$ cat config.mk
export PLATFORM = sky130hd
export DESIGN_NAME = regfile_sb
export DESIGN_NICKNAME = d
export VERILOG_FILES = /design/src/rtl/regfile_pkg.sv /design/src/rtl/regfile_scoreboard.sv /design/src/rtl/regfile_sb.sv
export SDC_FILE = /design/constraint.sdc
export NUM_CORES = 1
export LEC_CHECK = 0
export CAP_MARGIN = 10
export CELL_PAD_IN_SITES_DETAIL_PLACEMENT = 1
export CELL_PAD_IN_SITES_GLOBAL_PLACEMENT = 1
export CORE_ASPECT_RATIO = 0.7
export CORE_MARGIN = 4
export CORE_UTILIZATION = 40
export DETAILED_ROUTE_END_ITERATION = 6
export PLACE_DENSITY = 0.7
export REMOVE_ABC_BUFFERS = 1
export SYNTH_ARGS = -nofsm -noshare
export SYNTH_HDL_FRONTEND = slang
export SYNTH_SLANG_ARGS = --single-unit
$ cat constraint.sdc
create_clock -name clk -period 4.55 [get_ports clk]
set_clock_uncertainty 0.15 [all_clocks]
set_input_delay 1.1375 -clock clk [delete_from_list [all_inputs] [get_ports clk]]
set_output_delay 1.1375 -clock clk [all_outputs]
set_load 0.02 [all_outputs]
$ cat src/rtl/regfile_pkg.sv
// Shared register-file defaults and the two-port write priority resolver.
// Imported by the datapath and by its bench.
package regfile_pkg;

    localparam int DEF_DATA_W      = 16;
    localparam int DEF_ADDR_W      = 4;
    localparam int DEF_SPECIAL_IDX = 15;

    typedef struct packed {
        logic wr1;
        logic wr2;
        logic conflict;
    } wr_grant_t;

    // Port 2 wins when both ports target the same register.
    function automatic wr_grant_t wr_resolve(input logic en1, input logic en2, input logic same_addr);
        wr_grant_t g;
        g.wr1      = en1 && !(en2 && same_addr);
        g.wr2      = en2;
        g.conflict = en1 && en2 && same_addr;
        return g;
    endfunction

endpackage

$ cat src/rtl/regfile_scoreboard.sv
// Busy-bit scoreboard: writes clear, reserves set (reserve wins), rsv_err flags re-reserve.
// Latency: busy updates at the edge, rsv_err registered one cycle; REGFILE_BYPASS_EN masks busy on same-cycle writes.
// Backpressure: none, callers gate issue on rd_busy.
module regfile_scoreboard
    import regfile_pkg::*;
#(
    parameter int ADDR_W = DEF_ADDR_W
) (
    input  logic              clk,
    input  logic              reset,
    input  logic              wr_en1,
    input  logic [ADDR_W-1:0] wr_addr1,
    input  logic              wr_en2,
    input  logic [ADDR_W-1:0] wr_addr2,
    input  logic              rsv_en,
    input  logic [ADDR_W-1:0] rsv_addr,
    input  logic [ADDR_W-1:0] rd_addr1,
    input  logic [ADDR_W-1:0] rd_addr2,
    output logic              rd_busy1,
    output logic              rd_busy2,
    output logic              rsv_err
);

    localparam int DEPTH = 2 ** ADDR_W;

    logic [DEPTH-1:0] busy;

    always_ff @(posedge clk) begin
        if (reset) begin
            busy    <= '0;
            rsv_err <= 1'b0;
        end else begin
            if (wr_en1) busy[wr_addr1] <= 1'b0;
            if (wr_en2) busy[wr_addr2] <= 1'b0;
            // Applied last so a reserve overrides a same-cycle clear.
            if (rsv_en) busy[rsv_addr] <= 1'b1;
            rsv_err <= rsv_en && busy[rsv_addr];
        end
    end

`ifdef REGFILE_BYPASS_EN
    function automatic logic busy_view(input logic [DEPTH-1:0] b, input logic [ADDR_W-1:0] ra,
                                       input logic we1, input logic [ADDR_W-1:0] wa1,
                                       input logic we2, input logic [ADDR_W-1:0] wa2,
                                       input logic re, input logic [ADDR_W-1:0] radr);
        logic hit;
        hit = (we1 && (wa1 == ra)) || (we2 && (wa2 == ra));
        if (hit && !(re && (radr == ra)))
            return 1'b0;
        return b[ra];
    endfunction

    always_comb begin
        rd_busy1 = busy_view(busy, rd_addr1, wr_en1, wr_addr1, wr_en2, wr_addr2, rsv_en, rsv_addr);
        rd_busy2 = busy_view(busy, rd_addr2, wr_en1, wr_addr1, wr_en2, wr_addr2, rsv_en, rsv_addr);
    end
`else
    always_comb begin
        rd_busy1 = busy[rd_addr1];
        rd_busy2 = busy[rd_addr2];
    end
`endif

endmodule

$ cat src/rtl/regfile_sb.sv
// Two-read/two-write register file with busy scoreboard and a special-register tap (option: REGFILE_BYPASS_EN).
// Latency: writes land at the edge, reads combinational; wr_conflict/rsv_err registered one cycle.
// Backpressure: none, the block accepts every write and reserve each cycle.
module regfile_sb
    import regfile_pkg::*;
#(
    parameter int DATA_W      = DEF_DATA_W,
    parameter int ADDR_W      = DEF_ADDR_W,
    parameter int SPECIAL_IDX = DEF_SPECIAL_IDX
) (
    input  logic              clk,
    input  logic              reset,
    input  logic [ADDR_W-1:0] rd_addr1,
    input  logic [ADDR_W-1:0] rd_addr2,
    output logic [DATA_W-1:0] rd_data1,
    output logic [DATA_W-1:0] rd_data2,
    output logic              rd_busy1,
    output logic              rd_busy2,
    input  logic              wr_en1,
    input  logic              wr_en2,
    input  logic [ADDR_W-1:0] wr_addr1,
    input  logic [ADDR_W-1:0] wr_addr2,
    input  logic [DATA_W-1:0] wr_data1,
    input  logic [DATA_W-1:0] wr_data2,
    input  logic              rsv_en,
    input  logic [ADDR_W-1:0] rsv_addr,
    output logic              wr_conflict,
    output logic              rsv_err,
    output logic [DATA_W-1:0] special_data,
    output logic [ADDR_W-1:0] special_addr
);

    localparam int DEPTH = 2 ** ADDR_W;
    localparam logic [ADDR_W-1:0] SPECIAL_A = ADDR_W'(SPECIAL_IDX);

    logic [DATA_W-1:0] mem [DEPTH];
    wr_grant_t         grant;

    assign grant        = wr_resolve(wr_en1, wr_en2, wr_addr1 == wr_addr2);
    assign special_addr = SPECIAL_A;

    always_ff @(posedge clk) begin
        if (reset) begin
            for (int i = 0; i < DEPTH; i++) mem[i] <= '0;
            wr_conflict <= 1'b0;
        end else begin
            if (grant.wr1) mem[wr_addr1] <= wr_data1;
            if (grant.wr2) mem[wr_addr2] <= wr_data2;
            wr_conflict <= grant.conflict;
        end
    end

`ifdef REGFILE_BYPASS_EN
    function automatic logic [DATA_W-1:0] bypass(input logic [ADDR_W-1:0] ra, input logic [DATA_W-1:0] arr,
                                                  input logic we1, input logic [ADDR_W-1:0] wa1,
                                                  input logic [DATA_W-1:0] wd1,
                                                  input logic we2, input logic [ADDR_W-1:0] wa2,
                                                  input logic [DATA_W-1:0] wd2);
        if (we2 && (wa2 == ra)) return wd2;
        if (we1 && (wa1 == ra)) return wd1;
        return arr;
    endfunction

    always_comb begin
        rd_data1     = bypass(rd_addr1, mem[rd_addr1], wr_en1, wr_addr1, wr_data1, wr_en2, wr_addr2, wr_data2);
        rd_data2     = bypass(rd_addr2, mem[rd_addr2], wr_en1, wr_addr1, wr_data1, wr_en2, wr_addr2, wr_data2);
        special_data = bypass(SPECIAL_A, mem[SPECIAL_A], wr_en1, wr_addr1, wr_data1, wr_en2, wr_addr2, wr_data2);
    end
`else
    always_comb begin
        rd_data1     = mem[rd_addr1];
        rd_data2     = mem[rd_addr2];
        special_data = mem[SPECIAL_A];
    end
`endif

    regfile_scoreboard #(
        .ADDR_W (ADDR_W)
    ) u_scoreboard (
        .clk      (clk),
        .reset    (reset),
        .wr_en1   (wr_en1),
        .wr_addr1 (wr_addr1),
        .wr_en2   (wr_en2),
        .wr_addr2 (wr_addr2),
        .rsv_en   (rsv_en),
        .rsv_addr (rsv_addr),
        .rd_addr1 (rd_addr1),
        .rd_addr2 (rd_addr2),
        .rd_busy1 (rd_busy1),
        .rd_busy2 (rd_busy2),
        .rsv_err  (rsv_err)
    );

endmodule

# ---- Word-level counts from Yosys, hierarchy flattened
# Memory sizes are Yosys's and may differ from the RTL's.
# Cells that the tools add are included.
dict set report classes {
  n_reduce_logical 11
  muxes 31
  n_bitwise 5
  n_lt_le_gt_ge 8
  eq_ne 1
}
# op count
set op_table {}
lappend op_table {{$mux 16} 7}
lappend op_table {{$and 16x16->16} 2}
lappend op_table {{$not 16->16} 2}
lappend op_table {{$reduce_or 16->1} 2}
lappend op_table {{$lt 4x5->1 const B} 5}
lappend op_table {{$mux 1} 16}
lappend op_table {{$or 16x16->16} 1}
lappend op_table {{$bmux 1 s4} 3}
lappend op_table {{$demux 1 s4} 3}
lappend op_table {{$ge 4x1->1 const B} 3}
lappend op_table {{$logic_and 1x1->1} 8}
lappend op_table {{$mux 4} 2}
lappend op_table {{$eq 4x4->1} 1}
lappend op_table {{$logic_not 1->1} 1}
dict set report totals {
  mem_count 1
  in_bits 57
  register_bits 18
  wordCells 60
  ram_bits 256
}
# memory depth width read_ports rd_clocked_by_memory_dff wr line_no
set memory_table {}
lappend memory_table {mem 16 16 3 0 16 regfile_sb.sv:36} ;# logic [DATA_W-1:0] mem [DEPTH];

# ---- Longest topological paths before layout
dict set report depth {
  ltp_word 13
  mapped_depth 7
}

# ---- By module
# Synthesis repeated with hierarchy kept, for this count alone.
dict set report hier_totals {
  hier_cells 1414
  hier_area_um2 16384.5
}
# module cells_each n_inst seq_area_each_um2 area_per_inst_um2
set by_module_without_submodules {}
lappend by_module_without_submodules {regfile_sb 1295 1 7707.4 15190.8}
lappend by_module_without_submodules {regfile_scoreboard 119 1 340.3 1193.6}

# ---- Worst setup path before layout
# Ideal clock, no wire load.
dict set report synth_timing {
  path_kind {input -> register}
  start {input port wr_addr2[3]}
  end {memory mem[0][0] (netlist bit), enable pin}
  slack_ps 477
  path_stages 5
  t_arrival_ps 3487
  setup_ps 435
  required_time_ps 3965
  path_cell_list {buf_2 > xnor2_1 > nand2_1 > nor2_2 > o41ai_1}
}
# element line_no
set synth_rtl {}
lappend synth_rtl {{from (decl)} regfile_sb.sv:22} ;# input logic [ADDR_W-1:0] wr_addr2,
lappend synth_rtl {{to (decl)} regfile_sb.sv:36}

# ---- Final worst setup path
dict set report layout_timing {
  start {input port rd_addr2[0]}
  end {output port rd_data2[3]}
}
dict set report layout_via {
  elab_chain_len 1
}
# element line_no
set layout_rtl {}
lappend layout_rtl {{from (decl)} regfile_sb.sv:14} ;# input logic [ADDR_W-1:0] rd_addr2,
lappend layout_rtl {{$mem_v2 16x16} --}
lappend layout_rtl {{to (decl)} regfile_sb.sv:16} ;# output logic [DATA_W-1:0] rd_data2,
# Every way passes these cells.

==> summary.md <==
| Metric | Value |
|---|---|
| Status | finished, final reports clean |
| Sink Count | 274 |
| Synth Instances | 1,198 |
| Die area | 42,600 sq um |
| Switching Share | 27.8% |
| First-pass detailed-route iteration total | 5 |
| Die extent in x | 245 microns |
| HP Class | reg -> reg |
| Ys flop type | edfxtp_1 |
| Global-route wire length before repair | 94.3 mm |
| Worst-path clk slew | 60 ps |
| Most common cell in the netlist | edfxtp_1 |
| FF+latch area | 8050 sq um |
| Min Hold Slack | 377 ps |
| Share of cells above drive strength 1 | 24.2% |
| Final antenna-violating net count | 0 |
| Number of global-route vias before repair | 14,000 |
| CTS tree | done |
| Sequential share of power | 45.1% |
| CP max stage delay | 580 ps |
| Warnings from Yosys | 0 |
| Critical path cell sequence | buf_4, buf_12, mux4_2, a22oi_1, nand2_1, clkdlybuf4s50_1 |
| Slowest library cell on the worst path | clkdlybuf4s50_1 |
| Worst path required time | 3260 ps |
| Clock share of power | 36.6% |
| F_max | 223 MHz |
| DRC | 0 |
| Antenna violations before repair | 0 |
| Finished Cell Area | 19,100 sq um |
| Synth top area share | 48.8% |
| Ys async rst share | 0% |
| Final Wtd Congestion | 0.839 |
| DP Area | 18,100 sq um |
| Slew Viols, Final | 0 |
| Slew at the pin closest to its max-slew limit | 1010 ps |
| Distinct cells, synth | 47 |
| Post-Route WL | 65.3 mm |
| Core area | 38,700 sq um |
| Deepest clock path buffer count | 3 |
| Internal Power | 4860 uW |
| Peak supply drop | 0.284 mV |
| HPWL after DPL | 39.6 mm |
| Total gr overflow | 0 |
| # fillers | 3,900 |
| Crit Path Category | in -> out |
| Seq/Total Area, Yosys | 51.1% |
| # rows | 60 |
| Vias per cell | 7.20 |
| Crit start category | primary input |
| PD cells | 353 nW/um^2 |
| DRT iter0 DRCs | 2,211 |
| CP arrival | 3200 ps |
| Die Span Y | 174 microns |
| Yosys top cell by area | edfxtp_1 |
| Unrepaired setup endpoints after global routing | false |
| Post-synth top cells | edfxtp_1 (256), o22ai_1 (240), nand2_1 (182) |
| Post-CTS Setup Inserts | 0 |
| Min Tclk post-route | 4480 ps |
| Multi-input logic area | 7310 sq um |
| TritonCTS buffer count | 30 |
| Max-cap violations | 0 |
| WL per Instance | 35.3 microns |
| Kind of end point of the critical path | output port |
| CTS root buf | clkbuf_16 |
| Final period utilization | 98.6% |
| Post-CTS sizing | 0 |
| Worst path top cell family by delay | buffers and inverters |
| Max-slew headroom | 32.7% |
| P&R area growth vs syn | 21.2% |
| Final hold vios | 0 |
| Leak pwr | 0.00597 uW |
| Post-CTS Hold Fix Bufs | 0 |
| Post-synthesis register bit count | 274 |
| Area contributors post-synth | edfxtp_1 (49%), mux4_2 (20%), o22ai_1 (9.5%) |
| Post-synthesis cell area | 15,700 sq um |
| Critical path fanouts, max | 17 |
| Antenna cell count | 0 |
| Syn avg cell area | 13.1 sq um |
| Nets | 1,361 |
| Logic pwr share | 18.4% |
| Initial Util | 40.7% |
| Overall power | 6730 uW |
| Clock Latency Late Sink | 580 ps |
| DR vias | 13,300 |
| Buf/Inv on CP | 3 |
| H-tree levels | 1 |
| EDFF count, synth | 256 |
| Ports | 113 |
| Final setup vio count | 0 |
| Largest net degree at the start of global routing | 65 |
| NetSw | 1870 uW |
| Total track usage | 29.9% |
| IO buf count | 108 |
## power groups by stage
stage	logic [uW]	registers, uW	clock network (uW)
final	1240	3030	2460
after global routing	1280	3050	2570
after CTS	1210	3030	2460
after detailed placement	1210	3080	0
after global placement	1180	3060	0
after floorplan	560	3050	0
## worst min-delay path: cells and delay by family (launching register included)
kind	cells	cell delay (ps)
AOI/OAI and AO/OA	2	150
DFF	1	330
## per-layer routing
layer / up-vias / GRT usage [%] / share of wire, % / wire, microns
li1: 5241 / - / - / -
met1: 6801 / 41.9 / 38 / 24600
met2: 1112 / 46.0 / 45 / 29300
met3: 178 / 7.90 / 14 / 9000
met4: 0 / 8.98 / 3.6 / 2370
met5: - / 0 / 0 / 0
## area by class of cell
cell class	instances	share of cell area, %
Clock buffer	37	4.18
Clock inverter	16	0.840
Inverter	1	0.0197
Multi-Input combinational cell	796	38.3
Sequential cell	274	42.2
Tap cell	527	3.46
Timing Repair Buffer	201	11.0
## path summary, 6_finish.rpt
kind,depth (start not counted),endpoint,slack (ps),startpoint
setup reg to reg,4,u_scoreboard.rsv_err,3100,u_scoreboard.busy[7]
hold reg to reg,2,u_scoreboard.busy[2],380,u_scoreboard.busy[2]
hold / removal,2,u_scoreboard.busy[2],380,u_scoreboard.busy[2]
setup / recovery,6,rd_data2[3],70,rd_addr2[0]
## cell usage in the layout, fill, tap and decap left out, types with 4 or more instances in the layout
cell             count
o22ai_1            240
o311ai_4             4
a21oi_1             23
mux4_2             138
dfxtp_1             18
nand2b_1             7
nor2_2               6
mux2i_1              4
nand3_1              9
o31ai_4             10
clkbuf_16           31
edfxtp_1           256
clkinv_2             6
o221ai_1             9
and3b_1              4
nand2_1            180
nor2b_1             11
nor2_1              10
nor2b_2              5
buf_12              26
clkbuf_1             6
a22o_1              16
buf_4               71
a22oi_1             75
and2_1               7
conb_1               4
xnor2_1              4
clkdlybuf4s50_1    104
## cell families (layout without fill, tap and decap cells)
kind of cell | Yosys count | count (layout) | synth area share, %
flip-flops | 274 | 274 | 51.1
XOR/XNOR | 4 | 4 | 0.223
AO/OA/AOI/OAI | 393 | 393 | 17.1
AND/OR/NAND/NOR | 253 | 253 | 7.18
buffers and inverters | 131 | 255 | 4.32
multiplexers | 142 | 142 | 20.0
other | 1 | 4 | 0.0238
## registers in the layout (all words and copies together), names as in the netlist
register,count
u_scoreboard.rsv_err,1
mem,256
wr_conflict,1
u_scoreboard.busy,16
## through the flow
step           util, %  cells  setup TNS [ps]  worst slack, ps
4_1_cts           49.3   1852               0             67.4
6_report          49.3   1852               0             65.9
5_1_grt           49.3   1852               0             14.6
2_1_floorplan        -   1071           -5050             -295
3_5_place_dp      46.9   1799               0             81.4
3_3_place_gp      46.9   1799               0              101
Power figures use the tool's default switching activity.
